[src/rtl/mc_control_fsm.sv]
// ---------------------------------------------------------------------------
// mc_control_fsm
// Main control state machine for the multicycle MIPS datapath. Sequences
// fetch / decode / execute / memory / writeback and drives every datapath
// enable and mux select. Outputs are Moore (registered alongside the state),
// except the fetch and memory-access enables, which are qualified by
// mem_ready so an access completes in the cycle memory reports ready.
//
// Ports:
//   clk        system clock, rising edge
//   rst_n      asynchronous active-low reset
//   opcode     instruction register bits [31:26]
//   mem_ready  memory completes the current access this cycle
//   IRWrite    load instruction register
//   PCWrite    unconditional PC write
//   Branch     conditional PC write (datapath ANDs with zero)
//   MemWrite   memory write strobe
//   MemRead    memory read request
//   RegWrite   register file write
//   IorD       0 = PC address, 1 = ALUOut address
//   MemtoReg   0 = ALUOut, 1 = MDR
//   RegDst     0 = rt, 1 = rd
//   ALUSrcA    0 = PC, 1 = A
//   ALUSrcB    00 = B, 01 = 4, 10 = signext imm, 11 = signext imm << 2
//   ALUOp      00 = add, 01 = sub, 10 = funct-decoded
//   PCSrc      00 = ALU result, 01 = ALUOut, 10 = jump target
//   illegal_op one-cycle pulse, unknown opcode seen in DECODE
//   state_dbg  current state encoding
//
// state  | meaning
// -------+-----------------------------------------------------------
// FETCH  | read instruction at PC, PC += 4 when memory is ready
// DECODE | read registers, precompute branch target, dispatch on opcode
// MEMADR | compute load/store effective address
// MEMRD  | load: read data memory, wait for mem_ready
// MEMWB  | load: write MDR into rt
// MEMWR  | store: write data memory, strobe on mem_ready
// EXEC   | R-type: ALU operation on A, B
// ALUWB  | R-type: write ALUOut into rd
// BRANCH | beq: compare A, B and conditionally load branch target
// ADDIEX | addi: A + signext imm
// ADDIWB | addi: write ALUOut into rt
// JUMP   | j: load jump target into PC
// ---------------------------------------------------------------------------
module mc_control_fsm #(
    parameter logic [5:0] OP_RTYPE = 6'b000000,
    parameter logic [5:0] OP_LW    = 6'b100011,
    parameter logic [5:0] OP_SW    = 6'b101011,
    parameter logic [5:0] OP_BEQ   = 6'b000100,
    parameter logic [5:0] OP_ADDI  = 6'b001000,
    parameter logic [5:0] OP_J     = 6'b000010
) (
    input  logic       clk,
    input  logic       rst_n,
    input  logic [5:0] opcode,
    input  logic       mem_ready,
    output logic       IRWrite,
    output logic       PCWrite,
    output logic       Branch,
    output logic       MemWrite,
    output logic       MemRead,
    output logic       RegWrite,
    output logic       IorD,
    output logic       MemtoReg,
    output logic       RegDst,
    output logic       ALUSrcA,
    output logic [1:0] ALUSrcB,
    output logic [1:0] ALUOp,
    output logic [1:0] PCSrc,
    output logic       illegal_op,
    output logic [3:0] state_dbg
);

    typedef enum logic [3:0] {
        S_FETCH  = 4'd0,
        S_DECODE = 4'd1,
        S_MEMADR = 4'd2,
        S_MEMRD  = 4'd3,
        S_MEMWB  = 4'd4,
        S_MEMWR  = 4'd5,
        S_EXEC   = 4'd6,
        S_ALUWB  = 4'd7,
        S_BRANCH = 4'd8,
        S_ADDIEX = 4'd9,
        S_ADDIWB = 4'd10,
        S_JUMP   = 4'd11
    } state_t;

    // Per-state control word. fetch and mem_write are qualified by
    // mem_ready at the output; the rest drive the datapath directly.
    typedef struct packed {
        logic       fetch;
        logic       pc_jump;
        logic       branch;
        logic       mem_write;
        logic       mem_read;
        logic       reg_write;
        logic       iord;
        logic       memtoreg;
        logic       regdst;
        logic       alusrca;
        logic [1:0] alusrcb;
        logic [1:0] aluop;
        logic [1:0] pcsrc;
    } ctrl_t;

    state_t state;
    state_t next_state;
    ctrl_t  ctrl_q;

    logic op_rtype;
    logic op_lw;
    logic op_sw;
    logic op_beq;
    logic op_addi;
    logic op_j;
    logic op_legal;

    function automatic ctrl_t decode_ctrl(input state_t s);
        ctrl_t c;
        c = '0;
        case (s)
            S_FETCH: begin
                c.fetch    = 1'b1;
                c.mem_read = 1'b1;
                c.alusrcb  = 2'b01;
            end
            S_DECODE: begin
                c.alusrcb = 2'b11;
            end
            S_MEMADR: begin
                c.alusrca = 1'b1;
                c.alusrcb = 2'b10;
            end
            S_MEMRD: begin
                c.mem_read = 1'b1;
                c.iord     = 1'b1;
            end
            S_MEMWB: begin
                c.reg_write = 1'b1;
                c.memtoreg  = 1'b1;
            end
            S_MEMWR: begin
                c.mem_write = 1'b1;
                c.iord      = 1'b1;
            end
            S_EXEC: begin
                c.alusrca = 1'b1;
                c.aluop   = 2'b10;
            end
            S_ALUWB: begin
                c.reg_write = 1'b1;
                c.regdst    = 1'b1;
            end
            S_BRANCH: begin
                c.alusrca = 1'b1;
                c.aluop   = 2'b01;
                c.pcsrc   = 2'b01;
                c.branch  = 1'b1;
            end
            S_ADDIEX: begin
                c.alusrca = 1'b1;
                c.alusrcb = 2'b10;
            end
            S_ADDIWB: begin
                c.reg_write = 1'b1;
            end
            S_JUMP: begin
                c.pc_jump = 1'b1;
                c.pcsrc   = 2'b10;
            end
            default: c = '0;
        endcase
        return c;
    endfunction

    always_comb begin
        op_rtype = (opcode == OP_RTYPE);
        op_lw    = (opcode == OP_LW);
        op_sw    = (opcode == OP_SW);
        op_beq   = (opcode == OP_BEQ);
        op_addi  = (opcode == OP_ADDI);
        op_j     = (opcode == OP_J);
        op_legal = op_rtype | op_lw | op_sw | op_beq | op_addi | op_j;
    end

    always_comb begin
        next_state = state;
        case (state)
            S_FETCH:  if (mem_ready) next_state = S_DECODE;
            S_DECODE: begin
                if (op_lw || op_sw)  next_state = S_MEMADR;
                else if (op_rtype)   next_state = S_EXEC;
                else if (op_beq)     next_state = S_BRANCH;
                else if (op_addi)    next_state = S_ADDIEX;
                else if (op_j)       next_state = S_JUMP;
                else                 next_state = S_FETCH;
            end
            S_MEMADR: next_state = op_sw ? S_MEMWR : S_MEMRD;
            S_MEMRD:  if (mem_ready) next_state = S_MEMWB;
            S_MEMWB:  next_state = S_FETCH;
            S_MEMWR:  if (mem_ready) next_state = S_FETCH;
            S_EXEC:   next_state = S_ALUWB;
            S_ALUWB:  next_state = S_FETCH;
            S_BRANCH: next_state = S_FETCH;
            S_ADDIEX: next_state = S_ADDIWB;
            S_ADDIWB: next_state = S_FETCH;
            S_JUMP:   next_state = S_FETCH;
            default:  next_state = S_FETCH;
        endcase
    end

    // The control word is registered from next_state so it lines up with
    // the state register; reset loads the FETCH selects.
    always_ff @(posedge clk or negedge rst_n) begin
        if (!rst_n) begin
            state  <= S_FETCH;
            ctrl_q <= decode_ctrl(S_FETCH);
        end else begin
            state  <= next_state;
            ctrl_q <= decode_ctrl(next_state);
        end
    end

    // Enables are forced low while rst_n is held: state sits in FETCH during
    // reset, and without the gate IRWrite/PCWrite would follow mem_ready.
    assign IRWrite    = rst_n & ctrl_q.fetch & mem_ready;
    assign PCWrite    = rst_n & ((ctrl_q.fetch & mem_ready) | ctrl_q.pc_jump);
    assign Branch     = rst_n & ctrl_q.branch;
    assign MemWrite   = rst_n & ctrl_q.mem_write & mem_ready;
    assign MemRead    = rst_n & ctrl_q.mem_read;
    assign RegWrite   = rst_n & ctrl_q.reg_write;
    assign IorD       = ctrl_q.iord;
    assign MemtoReg   = ctrl_q.memtoreg;
    assign RegDst     = ctrl_q.regdst;
    assign ALUSrcA    = ctrl_q.alusrca;
    assign ALUSrcB    = ctrl_q.alusrcb;
    assign ALUOp      = ctrl_q.aluop;
    assign PCSrc      = ctrl_q.pcsrc;
    assign illegal_op = rst_n & (state == S_DECODE) & ~op_legal;
    assign state_dbg  = state;

endmodule

[config.mk]
export PLATFORM = sky130hd
export DESIGN_NAME = mc_control_fsm
export DESIGN_NICKNAME = d
export VERILOG_FILES = /design/src/rtl/mc_control_fsm.sv
export SDC_FILE = /design/constraint.sdc
export NUM_CORES = 1
export LEC_CHECK = 0
export CELL_PAD_IN_SITES_DETAIL_PLACEMENT = 1
export CELL_PAD_IN_SITES_GLOBAL_PLACEMENT = 2
export CORE_UTILIZATION = 29
export DETAILED_ROUTE_END_ITERATION = 12
export PLACE_DENSITY_LB_ADDON = 0.1
export RECOVER_POWER = 50
export SLEW_MARGIN = 20
export SYNTH_ARGS = -nofsm -noshare
export SYNTH_HDL_FRONTEND = slang
export SYNTH_SLANG_ARGS = --single-unit
[constraint.sdc]
create_clock -name clk -period 4.5 [get_ports clk]
set_input_delay 0.45 -clock clk [delete_from_list [all_inputs] [get_ports clk]]
set_output_delay 0.45 -clock clk [all_outputs]
set_load 0.01 [all_outputs]
# ---- After elaboration in Yosys (flattened, before gate mapping)
# Cells that the tools add are included.
dict set report classes {
  n_eq_ne 22
  mux 23
  bitwise_logic 18
  n_reduce_logical 9
}
# operator count
set op_table {}
lappend op_table {{4-bit two-way mux} 8}
lappend op_table {{4-bit case mux with 7 select lines} 1}
lappend op_table {{4-bit by 3-bit equality test with 1-bit output (second input constant)} 6}
lappend op_table {{4-bit equality test (second input constant)} 5}
lappend op_table {{4-bit by 2-bit equality test with 1-bit output (second input constant)} 4}
lappend op_table {{6-bit equality test (second input constant)} 2}
lappend op_table {{1-bit bitwise AND} 11}
lappend op_table {{1-bit two-way mux} 10}
lappend op_table {{4-bit by 1-bit equality test with 1-bit output (second input constant)} 2}
lappend op_table {{4-bit logical NOT} 2}
lappend op_table {{2-bit case mux with 2 select lines} 2}
lappend op_table {{6-bit by 2-bit equality test with 1-bit output (second input constant)} 1}
lappend op_table {{6-bit by 3-bit equality test with 1-bit output (second input constant)} 1}
lappend op_table {{6-bit by 4-bit equality test with 1-bit output (second input constant)} 1}
lappend op_table {{6-bit logical NOT} 1}
lappend op_table {{1-bit bitwise OR} 6}
lappend op_table {{2-bit case mux with 3 select lines} 1}
lappend op_table {{2-bit OR reduction} 3}
lappend op_table {{4-bit OR reduction} 1}
lappend op_table {{3-bit two-way mux} 1}
lappend op_table {{3-bit OR reduction} 1}
lappend op_table {{1-bit logical OR} 1}
lappend op_table {{1-bit inverter} 1}
dict set report word_totals {
  regBits 20
  output_inout_bits 21
  wordCells 86
}

# ---- Longest topological paths before layout
# Gate-level depths: netlist of run 1.
dict set report depth {
  depth_word 10
  ltp_mapped 6
  mapped_depth_nobuf 5
}

# ---- Worst setup path after synthesis of run 1
# Ideal clock, no wire load.
dict set report synth_path {
  path_type {input to output}
  startpoint {in opcode[5]}
  endpoint {out illegal_op}
  arrival_ns 1.349
  required_time_ns 4.050
  setup_slack_ns 2.701
  cell_stages 3
  n_path_buf 0
  path_cell_list {or4_4 > a21oi_1 > and4b_1}
}
dict set report synth_between {
  elab_chain_len 8
  word_cells_on_any_way 13
}
# item line
set synth_lines {}
lappend synth_lines {{start, declared} 55} ;# input logic [5:0] opcode,
lappend synth_lines {{6-bit equality test / 6-bit logical NOT (equally long branches)} {179, 178}}
lappend synth_lines {{1-bit bitwise OR (4 in a row)} 184} ;# op_legal = op_rtype | op_lw | op_sw | op_beq | op_addi | op_j;
lappend synth_lines {{1-bit bitwise OR *} 184}
lappend synth_lines {{1-bit inverter *} 240} ;# assign illegal_op = rst_n & (state == S_DECODE) & ~op_legal;
lappend synth_lines {{1-bit bitwise AND *} 240}
lappend synth_lines {{end, declared} 70} ;# output logic illegal_op,
# Mark *: on every way between the ends. The rest lies on a longest branch, timed or not.

# ---- Final worst setup path of run 1
dict set report layout_path {
  startpoint {in opcode[1]}
  endpoint {out illegal_op}
}
# The elaborated chain is that of the path after synthesis.

==> summary.md, run 1 <==
| Metric | Value |
|---|---|
| Vias | 786 |
| IO Pins | 30 |
| Final setup fails | 0 |
| Yosys warning total | 0 |
| Number of inserted diodes | 0 |
| Vias in the first global route | 714 |
| Met2 Use GR | 20.55% |
| Setup CP Type | input pin to primary output |
| Gr usage total | 13.68% |
| Fin crit period | 2.941 ns |
| H-tree depth | 1 |
| EDFF count, synth | 0 |
| Post-route antenna net violation count | 0 |
| Peak VDD IR | 0.1612 mV |
| Synth top area cells | dfrtp_1 (36%), dfstp_2 (8.2%), buf_4 (4.7%) |
| Skew final | 0.005749 ns |
| Synth-to-layout area growth | 33.07% |
| Met1 Use GR | 19.43% |
| Drc violations | 0 |
| Status | completed |
| Final hold slack | 0.6980 ns |
| Routed Wire Length | 2185 microns |
| Root Driver | clkbuf_4 |
| Largest net degree at the start of global routing | 25 |
| Worst hold path class | register to register |
| Sink Count | 17 |
| DP HPWL | 1693 microns |
| Fraction of layout cells with a size suffix above 1 | 14.17% |
| Startpoint Class | input pin |
| Clock tree buffer depth | 2 |
| Core box area | 3103 sq um |
| Synth Register Bits | 17 |
| Yosys top cell area share | 36.46% |
| Initial Utilization | 30.97% |
| Syn Nets | 103 |
| Post-Syn Area | 960.9 sq um |
| Via/cell ratio | 4.793 |
| Fin. Hold Viols | 0 |
| WP data arrival | 2.49 ns |
| Synth async-reset ratio | 100.0% |
| Die W | 59.57 microns |
| Crit-path max FO | 6 |
| Most frequent cells in the layout | clkdlybuf4s50_1 (22), dfrtp_1 (14), nor2_1 (10), dlygate4sd3_1 (7), nand2b_1 (5) |
| CTS tree | built |
| DIE HEIGHT | 59.57 microns |
| Resize count post-CTS | 0 |
| Commonest non-fill, non-tap cell in the layout | clkdlybuf4s50_1 |
| Critical path endpoint category | primary output |
| Per-cell routed wire length | 13.32 microns |
| Leakage | 0.5663 nW |
| Final net count | 130 |
| Most Crowded Layer GR | met2 |
| Final Wtd Congestion | 0.7664 |
| Prevailing post-synth register cell | dfrtp_1 |
| Drt initial violations | 17 |
| M3 GR Usage | 3.930% |
| First-pass GRT wire length | 3553 microns |
| Area leader, netlist | dfrtp_1 |
| RSZ-0062 raised after global routing | false |
| Mapped Avg Cell Area | 10.22 sq um |
| Port bufs | 29 |
| Relative slew slack | 40.18% |
| TNS Setup | 0 ns |
| Sequential share of the synthesized area | 44.66% |
| Clock slew at reported path FFs | 0.09 ns |
| Total gr overflow | 0 |
| Setup bufs post-CTS | 0 |
| Fmax | 340.0 MHz |
| Mapped Cells | 94 |
| CP Data Required Time | 4.05 ns |
| Antenna violations before repair | 0 |
| Die ar. | 3548 sq um |
| Core Rows | 20 |
| TritonCTS buffer count | 3 |
| Distinct cells, synth | 43 |
| First drt pass iteration count | 4 |
| Slew Viols, Final | 0 |
| Cell Pwr Density | 409.6 nW/um^2 |
| # hold bufs at CTS | 0 |
| Clk Latency, worst-skew pair | 0.28 ns |
| Worst Tran Pin Value | 0.8943 ns |
| Final period util | 65.35% |
| Max Cap Viol | 0 |
## logic make-up after synthesis
group                  after synthesis  share of synthesized area [%]
XOR/XNOR                             2                          1.823
AND/OR/NAND/NOR                     46                          32.29
flip-flops                          17                          44.66
buffers and inverters               10                          6.379
AO/OA/AOI/OAI                       19                          14.85
## synth_stat cells (all sizes together), types with 2 or more instances
master / n
o21ai: 5
nand3: 2
dfstp: 3
or2: 4
and2: 3
buf: 7
nor2: 10
nand2: 3
inv: 3
nand4: 2
nand2b: 6
a21oi: 5
nor3: 2
dfrtp: 14
and3: 4
nor3b: 2
nor2b: 2
## power by group
part | internal [W] | switching [W]
Combinational | 0.000114 | 0.000110
Sequential | 0.000195 | 0.0000270
Clock | 0.0000344 | 0.0000428
## critical path, stage by stage
cell and delay, ns:
dlygate4sd3_1 0.64, or4_4 0.57, a21oi_1 0.15, and4b_1 0.20
clkdlybuf4s50_1 0.48
## per-layer routing
metal  up-vias  part of all wire (%)
met5         -                     0
met1       376                    50
met4         0                  0.55
li1        385                     -
met3         2                   4.8
met2        23                    45
## flip-flops by register name, summed over array words and instances (netlist names)
signal,flops
ALUOp,1
PCSrc,1
RegDst,1
state_dbg,4
ALUSrcB,2
MemtoReg,1
ALUSrcA,1
ctrl_q,5
IorD,1
## per-stage QoR
step,utilization [%],setup WS [ns],area [sq um],std cells,power [W]
5_1_grt,41.21,1.393,1279,164,0.0005583
3_5_place_dp,40.48,1.527,1256,160,0.0004558
2_1_floorplan,-,2.701,960.9,94,0.0003636
3_3_place_gp,40.48,1.586,1256,160,0.0004559
6_report,41.21,1.559,1279,164,0.0005238
4_1_cts,41.33,1.537,1282,164,0.0005362
## path summary, 6_finish.rpt
path,from,endpoint,slack (ns),cells past startpoint
worst max-delay path,opcode[1],illegal_op,1.56,5
worst min-delay path,state_dbg[0],MemtoReg,0.70,2
worst max register to register,state_dbg[1],ctrl_q[11],2.58,5
worst min register to register,state_dbg[0],MemtoReg,0.70,2
max in group asynchronous,rst_n,ctrl_q[14],3.22,1
min in group asynchronous,rst_n,IorD,0.74,1
## area by class of cell
type / count / area (sq um)
fill: 367 / 1824
multi-input combinational: 67 / 466.7
sequential: 17 / 429.2
timing repair buffer: 29 / 290.3
tap: 44 / 55.05
clock buffer: 4 / 26.28
inverter: 3 / 11.26
No activity file was read; power rests on OpenSTA's default activity.
==> inputs of run 2 (changes only) <==
--- a/config.mk
+++ b/config.mk
@@ -7,7 +7,7 @@
 export LEC_CHECK = 0
 export CELL_PAD_IN_SITES_DETAIL_PLACEMENT = 1
 export CELL_PAD_IN_SITES_GLOBAL_PLACEMENT = 2
-export CORE_UTILIZATION = 29
+export CORE_UTILIZATION = 24
 export DETAILED_ROUTE_END_ITERATION = 12
 export PLACE_DENSITY_LB_ADDON = 0.1
 export RECOVER_POWER = 50
==> constraint.sdc (replaced) <==
create_clock -name clk -period 2.7 [get_ports clk]
set_input_delay 0.27 -clock clk [delete_from_list [all_inputs] [get_ports clk]]
set_output_delay 0.27 -clock clk [all_outputs]
set_load 0.01 [all_outputs]
==> run 2 against run 1 <==
Effect of this change: power is 77% higher; sequential share of layout area decreased by 1.3 points; final area up 4.0%; cell count increased by 5.5%; register-to-register slack got worse by 1.8 ns; global-route usage shrank 1.7 points; clock power grew 140%; critical path type unchanged; critical endpoint unchanged; largest power group unchanged.
==> summary.md, run 2 (synthesized netlist as in run 1, its figures left out) <==
| Metric | Value |
|---|---|
| Total gr overflow | 0 (unchanged) |
| Reg2reg path depth | 5 (unchanged) |
| Final Wtd Congestion | 0.7914 (+3.3%) |
| CP Data Required Time | 2.43 ns (-1.62 ns) |
| Drt initial violations | 17 (unchanged) |
| Initial Utilization | 25.67% (-5.3 points) |
| Leakage | 0.5964 nW (+5.3%) |
| RSZ-0062 raised after global routing | false |
| Comb power frac | 40.5% (-2.4 points) |
| Final period util | 91.19% |
| Sw power | 0.0003082 W (+71%) |
| Post-route non-filler standard cell count | 173 (+5.5%) |
| Startpoint Class | input pin |
| Worst path cell trace | clkdlybuf4s50_1 > or4_4 > a21oi_1 > and4b_1 > clkdlybuf4s50_1 |
| Synth-to-layout area growth | 38.41% |
| Fin. Hold Viols | 0 (unchanged) |
| Vias | 810 (+3.1%) |
| Antenna violations before repair | 0 (unchanged) |
| Setup bufs post-CTS | 0 (unchanged) |
| CTS tree | built |
| Worst hold path class | input pin to async pin |
| RR Startpoint | state_dbg[1] |
| Per-cell routed wire length | 13.06 microns (-2.0%) |
| Clock Power Share | 19.6% (+4.9 points) |
| Post-Place Cells | 169 (+5.6%) |
| TNS Setup | 0 ns (unchanged) |
| Largest net degree at the start of global routing | 13 (-48%) |
| Number of inserted diodes | 0 (unchanged) |
| Peak VDD IR | 0.2567 mV (+59%) |
| Final setup fails | 0 (unchanged) |
| Fin crit period | 2.462 ns |
| Skew final | 0.008405 ns (+0.002656 ns) |
| Drc violations | 0 (unchanged) |
| Commonest non-fill, non-tap cell in the layout | clkdlybuf4s50_1 |
| WP data arrival | 2.19 ns (-0.30 ns) |
| Root Driver | clkbuf_8 |
| Port bufs | 29 (unchanged) |
| Crit-path max FO | 6 (unchanged) |
| Crit Reg-Reg Endpoint | IorD |
| Crit path largest cell delay | 0.59 ns (-0.05 ns) |
| First drt pass iteration count | 4 (unchanged) |
| Fraction of layout cells with a size suffix above 1 | 16.00% (+1.8 points) |
| DIE HEIGHT | 65.28 microns (+9.6%) |
| Die ar. | 4261 sq um (+20%) |
| Vias in the first global route | 773 (+8.3%) |
| Max stage delay cell, worst path | or4_4 |
| Core Rows | 22 (+10%) |
| Fmax | 406.2 MHz |
| Final net count | 135 (+3.8%) |
| Max Cap Viol | 0 (unchanged) |
| R2R setup slack | 0.82 ns (-1.76 ns) |
| IO Pins | 30 (unchanged) |
| Switching part of the total | 33.20% (-1.2 points) |
| Die W | 65.28 microns (+9.6%) |
| Worst Tran Pin Value | 0.5484 ns (-0.3459 ns) |
| Critical path endpoint category | primary output |
| Most frequent CP cell | clkdlybuf4s50_1 |
| Seq pwr share | 39.9% (-2.5 points) |
| Most frequent cells in the layout | clkdlybuf4s50_1 (21), dfrtp_1 (14), nor2_1 (10), dlygate4sd3_1 (8), nand2b_1 (5) |
| Clock tree buffer depth | 2 (unchanged) |
| Relative slew slack | 63.06% (+23 points) |
| DP HPWL | 1843 microns (+8.8%) |
| Sink Count | 17 (unchanged) |
| Clock slew at reported path FFs | 0.06 ns (-0.03 ns) |
| Resize count post-CTS | 0 (unchanged) |
| Setup CP Type | input pin to primary output |
| Largest reg by FF count | ctrl_q |
| Clk Latency, worst-skew pair | 0.25 ns (-0.03 ns) |
| First-pass GRT wire length | 3829 microns (+7.8%) |
| Cell Pwr Density | 698.0 nW/um^2 (+70%) |
| Total internal power | 0.0006201 W (+80%) |
| Slew Viols, Final | 0 (unchanged) |
| H-tree depth | 1 (unchanged) |
| Largest register FFs | 5 (unchanged) |
| Routed Wire Length | 2259 microns (+3.4%) |
| Gr usage total | 11.94% (-1.7 points) |
| Post-route antenna net violation count | 0 (unchanged) |
| Core box area | 3744 sq um (+21%) |
| TritonCTS buffer count | 3 (unchanged) |
| Via/cell ratio | 4.682 (-2.3%) |
| Status | completed |
| # hold bufs at CTS | 0 (unchanged) |
run 2: power groups by stage:
stage	Sequential (W)	Combinational (W)	Clock [W]
3_3_place_gp	0.000374	0.000395	0
2_1_floorplan	0.000374	0.000232	0
3_5_place_dp	0.000377	0.000390	0
6_report	0.000370	0.000376	0.000182
4_1_cts	0.000372	0.000393	0.000189
5_1_grt	0.000380	0.000411	0.000205
run 2: how the worst max path moves through the flow:
stage	from	slack (ns)	end	cells past startpoint
after global routing	opcode[5]	0.19	illegal_op	5
after global placement	opcode[5]	0.27	illegal_op	5
after CTS	opcode[5]	0.24	illegal_op	5
final	opcode[5]	0.24	illegal_op	5
after detailed placement	opcode[5]	0.26	illegal_op	5
after floorplan	state_dbg[3]	1.13	IorD	5
run 2: worst max-delay path, delay by kind of cell:
family / cells / cell delay (ns)
AO/OA/AOI/OAI: 1 / 0.15
AND/OR/NAND/NOR: 2 / 0.80
buffers and inverters: 2 / 0.97
run 2: area by class of cell:
class	count	area, sq um
Clock buffer	3	41.29
Inverter	3	11.26
Fill cell	448	2414
Sequential cell	17	429.2
Clock inverter	1	5.005
Multi-Input combinational cell	67	466.7
Timing Repair Buffer	34	316.6
Tap cell	48	60.06
run 2: metal layers:
metal  vias up  GRT usage (%)  share of wire, %  wire (microns)
met5         -              0                 0               0
met1       395          16.34                50            1137
li1        396              -                 -               -
met4         0          3.261              0.75              17
met2        17          18.43                45            1017
met3         2          3.125               3.9              88
run 2: per-stage QoR:
| stage | total power, W | setup WS [ns] | utilization [%] | area (sq um) | hold WS [ns] |
|---|---|---|---|---|---|
| 6_report | 0.0009283 | 0.2380 | 35.53 | 1330 | 0.3982 |
| 5_1_grt | 0.0009953 | 0.1919 | 35.53 | 1330 | 0.4278 |
| 4_1_cts | 0.0009549 | 0.2422 | 35.93 | 1345 | 0.3435 |
| 3_5_place_dp | 0.0007667 | 0.2555 | 34.69 | 1299 | 0.6029 |
| 3_3_place_gp | 0.0007690 | 0.2690 | 34.69 | 1299 | 0.6079 |
| 2_1_floorplan | 0.0006061 | 1.129 | - | 960.9 | -0.02559 |
==> inputs of run 3 (changes only) <==
--- a/config.mk
+++ b/config.mk
@@ -7,7 +7,9 @@
 export LEC_CHECK = 0
 export CELL_PAD_IN_SITES_DETAIL_PLACEMENT = 1
 export CELL_PAD_IN_SITES_GLOBAL_PLACEMENT = 2
+export CORE_ASPECT_RATIO = 0.75
 export CORE_UTILIZATION = 24
+export CTS_CLUSTER_DIAMETER = 50
 export DETAILED_ROUTE_END_ITERATION = 12
 export PLACE_DENSITY_LB_ADDON = 0.1
 export RECOVER_POWER = 50
==> run 3 against run 2 <==
Effect of this change: via count rose by 1.1%; first-iteration DRC count rose by 100%; final area rose by 0.75%; non-clock buffer count did not move; clock skew fell by 0.00060 ns; count of clock-buffer cells in the layout did not move; utilization rose by 0.15 points; sequential share of layout area fell by 0.24 points; combinational power rose by 3%; die area barely moved; sequential power barely moved; cell count rose by 2.3%; critical path type unchanged; critical endpoint unchanged; largest power group unchanged.
==> summary.md, run 3 (synthesized netlist as in run 1, its figures left out) <==
| Metric | Value |
|---|---|
| Root Driver | clkbuf_8 |
| TNS Setup | 0 ns (unchanged) |
| Vias | 819 (+1.1%) |
| DIE HEIGHT | 56.80 microns (-13%) |
| Most frequent CP cell | clkdlybuf4s50_1 |
| Number of inserted diodes | 0 (unchanged) |
| Core box area | 3756 sq um (+0.33%) |
| DP HPWL | 2016 microns (+9.4%) |
| Total gr overflow | 0 (unchanged) |
| Worst Tran Pin Value | 0.5157 ns (-0.03269 ns) |
| Fin. Hold Viols | 0 (unchanged) |
| Startpoint Class | input pin |
| Fin crit period | 2.449 ns (-0.01293 ns) |
| Port bufs | 29 (unchanged) |
| Synth-to-layout area growth | 39.45% |
| Final Cell Area | 1340 sq um (+0.75%) |
| Skew final | 0.007804 ns (-0.0006006 ns) |
| Fraction of layout cells with a size suffix above 1 | 16.80% (+0.80 points) |
| Status | completed |
| Clock tree buffer depth | 2 (unchanged) |
| Final Wtd Congestion | 0.8060 (+1.8%) |
| Drt initial violations | 34 (+17) |
| IO Pins | 30 (unchanged) |
| Crit-path max FO | 6 (unchanged) |
| Die ar. | 4264 sq um (about the same) |
| RR Startpoint | state_dbg[3] |
| Cell Pwr Density | 706.4 nW/um^2 (+1.2%) |
| Die W | 75.07 microns (+15%) |
| Final setup fails | 0 (unchanged) |
| TritonCTS buffer count | 3 (unchanged) |
| First-pass GRT wire length | 4264 microns (+11%) |
| Most frequent cells in the layout | clkdlybuf4s50_1 (21), dfrtp_1 (14), nor2_1 (10), dlygate4sd3_1 (8), nand2b_1 (5) |
| Routed Wire Length | 2523 microns (+12%) |
| Per-cell routed wire length | 14.25 microns (+9.2%) |
| Max Cap Viol | 0 (unchanged) |
| Gr usage total | 13.63% (+1.7 points) |
| WP data arrival | 2.18 ns (about the same) |
| Clock Power Share | 20.1% (+0.5 points) |
| Total internal power | 0.0006192 W (-0.14%) |
| Setup CP Type | input pin to primary output |
| Pre-CTS WS | 0.2666 ns (+0.01118 ns) |
| H-tree depth | 1 (unchanged) |
| Final hold slack | 0.4325 ns (+0.03437 ns) |
| Seq pwr share | 39.1% (-0.8 points) |
| Setup bufs post-CTS | 0 (unchanged) |
| Initial Utilization | 25.58% (-0.086 points) |
| Clock slew at reported path FFs | 0.06 ns (about the same) |
| Slew Viols, Final | 0 (unchanged) |
| Commonest non-fill, non-tap cell in the layout | clkdlybuf4s50_1 |
| CTS tree | built |
| Peak VDD IR | 0.3136 mV (+22%) |
| Sw power | 0.0003273 W (+6.2%) |
| Antenna violations before repair | 0 (unchanged) |
| # hold bufs at CTS | 0 (unchanged) |
| Via/cell ratio | 4.627 (-1.2%) |
| Sink Count | 17 (unchanged) |
| Clk Latency, worst-skew pair | 0.25 ns (about the same) |
| Relative slew slack | 65.51% (+2.5 points) |
| CP Data Required Time | 2.43 ns (about the same) |
| Post-route antenna net violation count | 0 (unchanged) |
| Final Core Density | 35.68% (+0.15 points) |
| Core Rows | 19 (-14%) |
| Switching part of the total | 34.58% (+1.4 points) |
| Final period util | 90.71% (-0.48 points) |
| Largest net degree at the start of global routing | 13 (unchanged) |
| Worst hold path class | input pin to async pin |
| Placed inst area | 1304 sq um (+0.38%) |
| Crit path largest cell delay | 0.59 ns (about the same) |
| Comb power frac | 40.8% (+0.3 points) |
| Leakage | 0.6027 nW (+1.1%) |
| First drt pass iteration count | 4 (unchanged) |
| Worst path cell trace | clkdlybuf4s50_1 > or4_4 > a21oi_1 > and4b_1 > clkdlybuf4s50_1 |
| Max stage delay cell, worst path | or4_4 |
| Drc violations | 0 (unchanged) |
| Critical path endpoint category | primary output |
| CP Launch Point | opcode[5] |
| Largest reg by FF count | ctrl_q |
| RSZ-0062 raised after global routing | false |
| Resize count post-CTS | 0 (unchanged) |
| Fmax | 408.3 MHz (+0.53%) |
| Worst Slack Setup Final | 0.2509 ns (+0.01293 ns) |
| Vias in the first global route | 836 (+8.2%) |
| Final net count | 135 (unchanged) |
| Largest register FFs | 5 (unchanged) |
run 3: cell type report:
type                       instances  area, sq um
sequential                        17        429.2
fill                             451         2416
multi-input combinational         67        467.9
timing repair buffer              34        320.3
clock buffer                       3        41.29
inverter                           3        11.26
clock inverter                     1        5.005
tap                               52        65.06
run 3: stage by stage:
step                total power, W  cells
floorplan                0.0006061     94
global placement         0.0007752    173
detailed placement       0.0007770    173
CTS                      0.0009726    177
global route              0.001016    177
finish                   0.0009466    177
run 3: metal layers:
metal | part of all wire, % | GRT usage [%] | vias to the layer above | wire length (microns)
li1 | - | - | 397 | -
met1 | 54 | 20.75 | 400 | 1365
met2 | 40 | 18.66 | 18 | 1020
met4 | 0.99 | 2.426 | 0 | 25
met5 | 0 | 0 | - | 0
met3 | 4.4 | 4.309 | 4 | 111
run 3: final timing paths:
path | to | slack, ns | cells after the start
setup / recovery | illegal_op | 0.25 | 5
hold / removal | ctrl_q[10] | 0.43 | 1
setup reg to reg | IorD | 0.89 | 6
hold reg to reg | state_dbg[0] | 0.69 | 3
max in group asynchronous | ALUSrcB[0] | 1.69 | 2
min in group clk | state_dbg[0] | 0.69 | 3
run 3: power by group through the flow:
stage,Combinational (W),Clock [W],Sequential (W)
4_1_cts,0.000403,0.000197,0.000373
6_report,0.000386,0.000190,0.000370
2_1_floorplan,0.000232,0,0.000374
3_5_place_dp,0.000399,0,0.000378
3_3_place_gp,0.000399,0,0.000376
5_1_grt,0.000425,0.000208,0.000383
run 3: critical path: cells and delay by family:
family	cells	cell delay [ns]
AO/OA/AOI/OAI	1	0.16
buffers and inverters	2	0.96
AND/OR/NAND/NOR	2	0.80
